File: config.mk
export PLATFORM = sky130hd
export DESIGN_NAME = vend_credit_ctrl
export DESIGN_NICKNAME = d
export VERILOG_FILES = /design/src/rtl/vend_credit_ctrl.sv
export SDC_FILE = /design/constraint.sdc
export NUM_CORES = 1
export LEC_CHECK = 0
export ABC_CLOCK_PERIOD_IN_PS = 4080
export CAP_MARGIN = 0
export CORE_ASPECT_RATIO = 0.7
export CORE_MARGIN = 4
export CORE_UTILIZATION = 49
export CTS_CLUSTER_DIAMETER = 30
export DETAILED_ROUTE_END_ITERATION = 7
export PLACE_DENSITY = 0.83
export RECOVER_POWER = 25
export SYNTH_ARGS = -nofsm -noshare
export SYNTH_HDL_FRONTEND = slang
export SYNTH_SLANG_ARGS = --single-unit
File: constraint.sdc
create_clock -name clk -period 4.08 [get_ports clk]
set_clock_uncertainty 0.15 [all_clocks]
set_input_delay 0.816 -clock clk [delete_from_list [all_inputs] [get_ports clk]]
set_output_delay 0.816 -clock clk [all_outputs]
set_load 0.02 [all_outputs]
File: src/rtl/vend_credit_ctrl.sv
// vend_credit_ctrl
//   Vending-machine transaction controller. Detects rising edges on the
//   debounced coin/button levels, keeps the customer credit as two-digit BCD,
//   and emits one-cycle vend/error/refund pulses for the display manager and
//   dispenser. After every accepted event the controller is busy for
//   HOLD_CYCLES cycles, and all edges seen in that window are dropped.
//
// Ports
//   clk                         rising-edge clock
//   reset                       synchronous, active-low reset
//   coin_5/coin_10/coin_25      debounced coin-slot levels
//   sel_a/sel_b/sel_c/sel_d     debounced product buttons
//   cancel                      debounced cancel button
//   credit[7:0]                 current credit, BCD (tens in [7:4])
//   apple/banana/carrot/date    one-cycle vend pulses
//   error                       one-cycle rejected-operation pulse
//   refund[7:0]                 BCD refund amount, qualified by refund_valid
//   refund_valid                one-cycle refund pulse
//   busy                        high while in HOLD

module vend_credit_ctrl #(
    parameter logic [7:0]  PRICE_A     = 8'h25,
    parameter logic [7:0]  PRICE_B     = 8'h35,
    parameter logic [7:0]  PRICE_C     = 8'h50,
    parameter logic [7:0]  PRICE_D     = 8'h75,
    parameter int unsigned HOLD_CYCLES = 6
) (
    input  logic       clk,
    input  logic       reset,
    input  logic       coin_5,
    input  logic       coin_10,
    input  logic       coin_25,
    input  logic       sel_a,
    input  logic       sel_b,
    input  logic       sel_c,
    input  logic       sel_d,
    input  logic       cancel,
    output logic [7:0] credit,
    output logic       apple,
    output logic       banana,
    output logic       carrot,
    output logic       date,
    output logic       error,
    output logic [7:0] refund,
    output logic       refund_valid,
    output logic       busy
);

    localparam int unsigned CW = (HOLD_CYCLES > 1) ? $clog2(HOLD_CYCLES) : 1;

    typedef enum logic {
        IDLE,
        HOLD
    } state_t;

    // Bit order doubles as priority order: bit 0 wins.
    logic [7:0] in_lvl;
    assign in_lvl = {sel_d, sel_c, sel_b, sel_a, coin_5, coin_10, coin_25, cancel};

    state_t     state_q, state_d;
    logic [CW-1:0] cnt_q, cnt_d;
    logic [7:0] prev_q, prev_d;
    logic [7:0] ev_q, ev_d;
    logic [7:0] credit_q, credit_d;
    logic [7:0] refund_q, refund_d;
    logic       rv_q, rv_d;
    logic [4:0] pulse_q, pulse_d;   // {error, date, carrot, banana, apple}

    logic [7:0] coin_val;
    logic [8:0] coin_sum;
    logic [7:0] price;
    logic [3:0] sel_hot;
    logic [7:0] sel_diff;
    logic       accept;

    // Digit-wise BCD add; bit 8 is the carry out of the tens digit.
    function automatic logic [8:0] bcd_add(input logic [7:0] a, input logic [7:0] b);
        logic [4:0] u;
        logic [4:0] t;
        logic       c;
        logic       co;
        u  = {1'b0, a[3:0]} + {1'b0, b[3:0]};
        c  = 1'b0;
        if (u > 5'd9) begin
            u = u - 5'd10;
            c = 1'b1;
        end
        t  = {1'b0, a[7:4]} + {1'b0, b[7:4]} + {4'd0, c};
        co = 1'b0;
        if (t > 5'd9) begin
            t  = t - 5'd10;
            co = 1'b1;
        end
        return {co, t[3:0], u[3:0]};
    endfunction

    // Digit-wise BCD subtract; caller guarantees a >= b.
    function automatic logic [7:0] bcd_sub(input logic [7:0] a, input logic [7:0] b);
        logic [4:0] u;
        logic [4:0] t;
        logic       bw;
        if (a[3:0] < b[3:0]) begin
            u  = {1'b0, a[3:0]} + 5'd10 - {1'b0, b[3:0]};
            bw = 1'b1;
        end else begin
            u  = {1'b0, a[3:0]} - {1'b0, b[3:0]};
            bw = 1'b0;
        end
        t = {1'b0, a[7:4]} - {1'b0, b[7:4]} - {4'd0, bw};
        return {t[3:0], u[3:0]};
    endfunction

    // Operand selection for whichever coin/product edge has priority.
    always_comb begin
        coin_val = 8'h05;
        if (ev_q[1]) begin
            coin_val = 8'h25;
        end else if (ev_q[2]) begin
            coin_val = 8'h10;
        end

        sel_hot = 4'b1000;
        price   = PRICE_D;
        if (ev_q[4]) begin
            sel_hot = 4'b0001;
            price   = PRICE_A;
        end else if (ev_q[5]) begin
            sel_hot = 4'b0010;
            price   = PRICE_B;
        end else if (ev_q[6]) begin
            sel_hot = 4'b0100;
            price   = PRICE_C;
        end
    end

    assign coin_sum = bcd_add(credit_q, coin_val);
    assign sel_diff = bcd_sub(credit_q, price);

    always_comb begin
        state_d  = state_q;
        cnt_d    = cnt_q;
        credit_d = credit_q;
        refund_d = refund_q;
        rv_d     = 1'b0;
        pulse_d  = '0;
        accept   = 1'b0;
        // Edge registers run every cycle so edges during HOLD are consumed.
        prev_d   = in_lvl;
        ev_d     = in_lvl & ~prev_q;

        case (state_q)
            IDLE: begin
                if (ev_q[0]) begin
                    if (credit_q != 8'h00) begin
                        refund_d = credit_q;
                        rv_d     = 1'b1;
                        credit_d = 8'h00;
                        accept   = 1'b1;
                    end
                end else if (|ev_q[3:1]) begin
                    accept = 1'b1;
                    if (!coin_sum[8]) begin
                        credit_d = coin_sum[7:0];
                    end else begin
                        pulse_d[4] = 1'b1;
                        refund_d   = coin_val;
                        rv_d       = 1'b1;
                    end
                end else if (|ev_q[7:4]) begin
                    accept = 1'b1;
                    // Valid BCD orders the same as plain binary.
                    if (credit_q >= price) begin
                        credit_d     = sel_diff;
                        pulse_d[3:0] = sel_hot;
                    end else begin
                        pulse_d[4] = 1'b1;
                    end
                end
                if (accept) begin
                    state_d = HOLD;
                    cnt_d   = CW'(HOLD_CYCLES - 1);
                end
            end
            HOLD: begin
                if (cnt_q == '0) begin
                    state_d = IDLE;
                end else begin
                    cnt_d = cnt_q - 1'b1;
                end
            end
            default: state_d = IDLE;
        endcase
    end

    always_ff @(posedge clk) begin
        if (!reset) begin
            state_q  <= IDLE;
            cnt_q    <= '0;
            prev_q   <= '1;
            ev_q     <= '0;
            credit_q <= '0;
            refund_q <= '0;
            rv_q     <= 1'b0;
            pulse_q  <= '0;
        end else begin
            state_q  <= state_d;
            cnt_q    <= cnt_d;
            prev_q   <= prev_d;
            ev_q     <= ev_d;
            credit_q <= credit_d;
            refund_q <= refund_d;
            rv_q     <= rv_d;
            pulse_q  <= pulse_d;
        end
    end

    assign credit       = credit_q;
    assign refund       = refund_q;
    assign refund_valid = rv_q;
    assign apple        = pulse_q[0];
    assign banana       = pulse_q[1];
    assign carrot       = pulse_q[2];
    assign date         = pulse_q[3];
    assign error        = pulse_q[4];
    assign busy         = (state_q == HOLD);

endmodule

==> results by group <==
Cells and area
  • Ant. Diodes: 0
  • Non-filler instance count after layout: between 300 and 400
  • Nets@finish: approximately 320
  • Multi-input gate area: between 0.001 and 0.0015 mm²
  • Final Cell Area: just under 0.003 mm²
  • Finished Core Util: approximately two thirds
  • Area grow syn2layout: 25.5%
  • Share of layout cells above drive strength 1: a little over an eighth
  • # fillers: between 300 and 400
  • FF/Latch Area: approximately 840 µm²

Setup path
  • Crit-path cells: nand2b_2 > ha_2 > ha_2 > xnor2_4 > ha_1 > nand2_1 > a32oi_2 > a21boi_2 > fa_1 > inv_1 > fa_2 > o21ai_2 > a21oi_2 > o311a_4 > or2_1 > and3_2 > a32o_1
  • CP max stage delay: between 400 and 500 ps
  • Reg-to-Reg End: refund[0]$_SDFFE_PN0P_
  • WP data required: roughly 4100 ps
  • Crit start category: flop
  • Worst path arrival time: ~4000 ps
  • CP most frequent cell: ha_2
  • Worst R2R Setup Slack: ~150 ps
  • Crit-path slowest cell: fa_2
  • CP max FO: 5
  • Critical path's top delay family: adder cells
  • CP Depth: 17
  • Worst Reg-to-Reg Cells: 17
  • CP Capture Type: flop
  • Worst Path Buf+Inv: 1
  • Reg2reg start: ev_q[1]$_SDFF_PN0_
  • Critical path type: flop to flop

Yosys
  • Synthesized area per cell: between 9 and 10 µm²
  • Syn Nets: 286
  • Seq/Total Area, Yosys: 35.9%
  • Synth warn: 0
  • Number of synthesized flops with an enable pin: 0
  • Syn Inst Count: between 200 and 300
  • Synth cell count leaders: 42 x dfxtp_1, 25 x nand2_1, 21 x ha_1
  • Asr flop ratio synth: 0%
  • Post-synthesis cell area: around 0.0023 mm²
  • Synth unique cells: 51
  • Top cells by area, synth: dfxtp_1 36%, ha_1 11%, nand2b_1 4.3%, nand2_1 4.0%, fa_1 3.4%
  • Post-synthesis register bit count: 42
  • Count leader, synth: dfxtp_1
  • Most used DFF post-synth: dfxtp_1
  • Yosys top cell area share: 35.9%
  • Synth area leader: dfxtp_1

Flow run
  • Max-Cap Viols: 0

Routing
  • Vias: 1,904
  • DR WL/cell: between 15 and 20 µm
  • Starting DRC count in detailed routing: ~160
  • Antenna-violating nets left: 0
  • TritonRoute pass-1 iters: 4
  • DRC viols: 0
  • DR vias/cell: 5.53
  • Final wirelength: approximately 5300 µm

Power and ir drop
  • Comb power frac: between 10% and 20%
  • P_sw: roughly 0.26 mW
  • Pwr Density: roughly 340 mW/mm²
  • P_int: between 0.7 and 0.8 mW
  • Static Leak: 1.26 nW
  • Peak supply drop: between 200 and 250 µV
  • Total power: roughly 1 mW
  • Seq pwr share: 43.4%
  • Sw Share: between 20 and 30%
  • Clk pwr share: roughly 40%

Min path
  • WHS Path Cells: 1
  • Hold path start: prev_q[7]$_SDFF_PN1_
  • Hold Path End: ev_q[7]$_SDFF_PN0_
  • Hold Path Class: flop to flop

STA
  • Final Cycle Share: 96.3%
  • Slew Limit Fails: 0
  • Final min period: roughly 3900 ps
  • Final Hold Vio Count: 0
  • Slew margin rel.: between 50% and 60%
  • Fmax: roughly 250 MHz
  • Setup violators final: 0
  • Actual slew at the worst max-slew pin: between 600 and 700 ps
  • Final worst slack: ~150 ps
  • Min Hold Slack: 237 ps
  • Setup_tns: 0 ps

Floorplan
  • Core box area: 0.00448 mm²
  • Die area: between 0.005 and 0.006 mm²
  • Die Width: about 91 µm
  • Initial core utilization: 52.3%
  • Die Height: approximately 66 µm
  • Row count: 20
  • Total I/O pin count: 33

Placement
  • Placed Instance Area: between 0.002 and 0.003 mm²
  • Final Wtd Congestion: 0.862
  • Worst slack, placed: -16.2 ps
  • DPL Wire Length: between 3000 and 4000 µm
  • Input/output buffers: 32
  • Cells after DPL: 335

CTS
  • TritonCTS sink count: 42
  • Clock tree root buffer cell: clkbuf_8
  • Clk Latency, worst-skew pair: roughly 300 ps
  • CTS tree: yes
  • TritonCTS Buffers: 5
  • H-tree depth: 2
  • CTS Buffer Depth: 2
  • Clock slew at reported path FFs: 90 ps

GRT
  • GRT overflow: 0
  • Antenna violations before repair: 0
  • First-pass GRT wire length: 8510 µm
  • Largest net degree at the start of global routing: 33
  • Global Route Usage Sum: a little under a fifth
  • Vias in the first global route: 1,710

Outcome
  • Status: finished clean
## worst register-to-register path, cell delays in order (launching register included)
cell and delay [ps]:
dfxtp_1 310, nand2b_2 220, ha_2 200, ha_2 210, xnor2_4 180, ha_1 170
nand2_1 60, a32oi_2 180, a21boi_2 100, fa_1 390, inv_1 110, fa_2 470
o21ai_2 140, a21oi_2 70, o311a_4 160, or2_1 260, and3_2 240, a32o_1 240
## layout by cell type, fill, tap and decap left out, drive strengths merged, types with 2 or more instances in the layout
cell type      netlist  final
mux2                 2      2
and2                 2      2
nor2                13     13
a32o                 2      2
ha                  21     21
nand2b              16     16
a31oi                5      5
bufinv               0      2
clkbuf               4      5
nor3b                2      2
xnor2                5      5
dfxtp               42     42
o22ai                3      3
a22o                 6      6
nor4                 2      2
o32ai                2      2
fa                   4      4
and3                 2      2
xor2                 5      5
o211ai               4      4
inv                 21     21
o21a                 2      2
nand3                3      3
and3b                7      7
or2                  2      2
mux2i                6      6
buf                  6      8
nand2               25     25
o21ai                5      5
nor3                 3      3
a21oi               10     10
clkdlybuf4s50        0     31
a211oi               2      2
a21boi               3      3
nor2b                2      2
## flip-flops by register name (all words and copies together), names as in the netlist
signal	count
busy	1
cnt_q	3
credit	8
ev_q	8
prev_q	8
pulse_q	5
refund	8
refund_valid	1
## cell families after synthesis
group / share of synthesized area, %
muxes: 3.52
AOI/OAI and AO/OA: 17.1
and+or+nand+nor: 19.5
buffers and inverters: 5.66
DFF: 35.9
adders and majority gates: 14.6
xor gates and xnor gates: 3.74
## how the worst max path moves through the flow
stage / start / end / slack (ps)
detailed placement: ev_q[2]$_SDFF_PN0_ / refund[0]$_SDFFE_PN0P_ / -20
global placement: ev_q[2]$_SDFF_PN0_ / refund[0]$_SDFFE_PN0P_ / 120
CTS: ev_q[2]$_SDFF_PN0_ / refund[0]$_SDFFE_PN0P_ / 40
finish: ev_q[1]$_SDFF_PN0_ / refund[0]$_SDFFE_PN0P_ / 150
global route: ev_q[1]$_SDFF_PN0_ / refund[0]$_SDFFE_PN0P_ / -40
floorplan: ev_q[1]$_SDFF_PN0_ / refund[0]$_SDFFE_PN0P_ / 30
## power by group through the flow
stage	clock network, mW	logic (mW)	registers, mW
CTS	0.401	0.161	0.439
global placement	0	0.154	0.448
finish	0.403	0.169	0.440
floorplan	0	0.106	0.451
detailed placement	0	0.158	0.449
global route	0.422	0.188	0.442
## what timing repair did
action                     4_1_cts  5_1_grt
gates resized for setup          1       13
setup endpoints to repair        8       15
setup buffers                    1        0
hold buffers                     0        0
hold endpoints to repair         0        0
pin swaps                        1        2
## cell type report
class / instances / share of cell area (%)
tap: 55 / 2.34
clock inverter: 3 / 2.34
timing repair buffer: 40 / 12.9
sequential: 42 / 28.6
inverter: 21 / 2.68
multi-input combinational: 178 / 48.7
clock buffer: 5 / 2.34
## metal layers
layer  track usage, %  routed length (µm)  vias to the layer above
met5                0                   0                        -
met4             5.15                  47                        0
met3             5.35                 455                        6
met2             26.2                2270                       68
met1             25.7                2510                      883
li1                 -                   -                      947
Note: power is estimated with default switching activity, not from simulation.
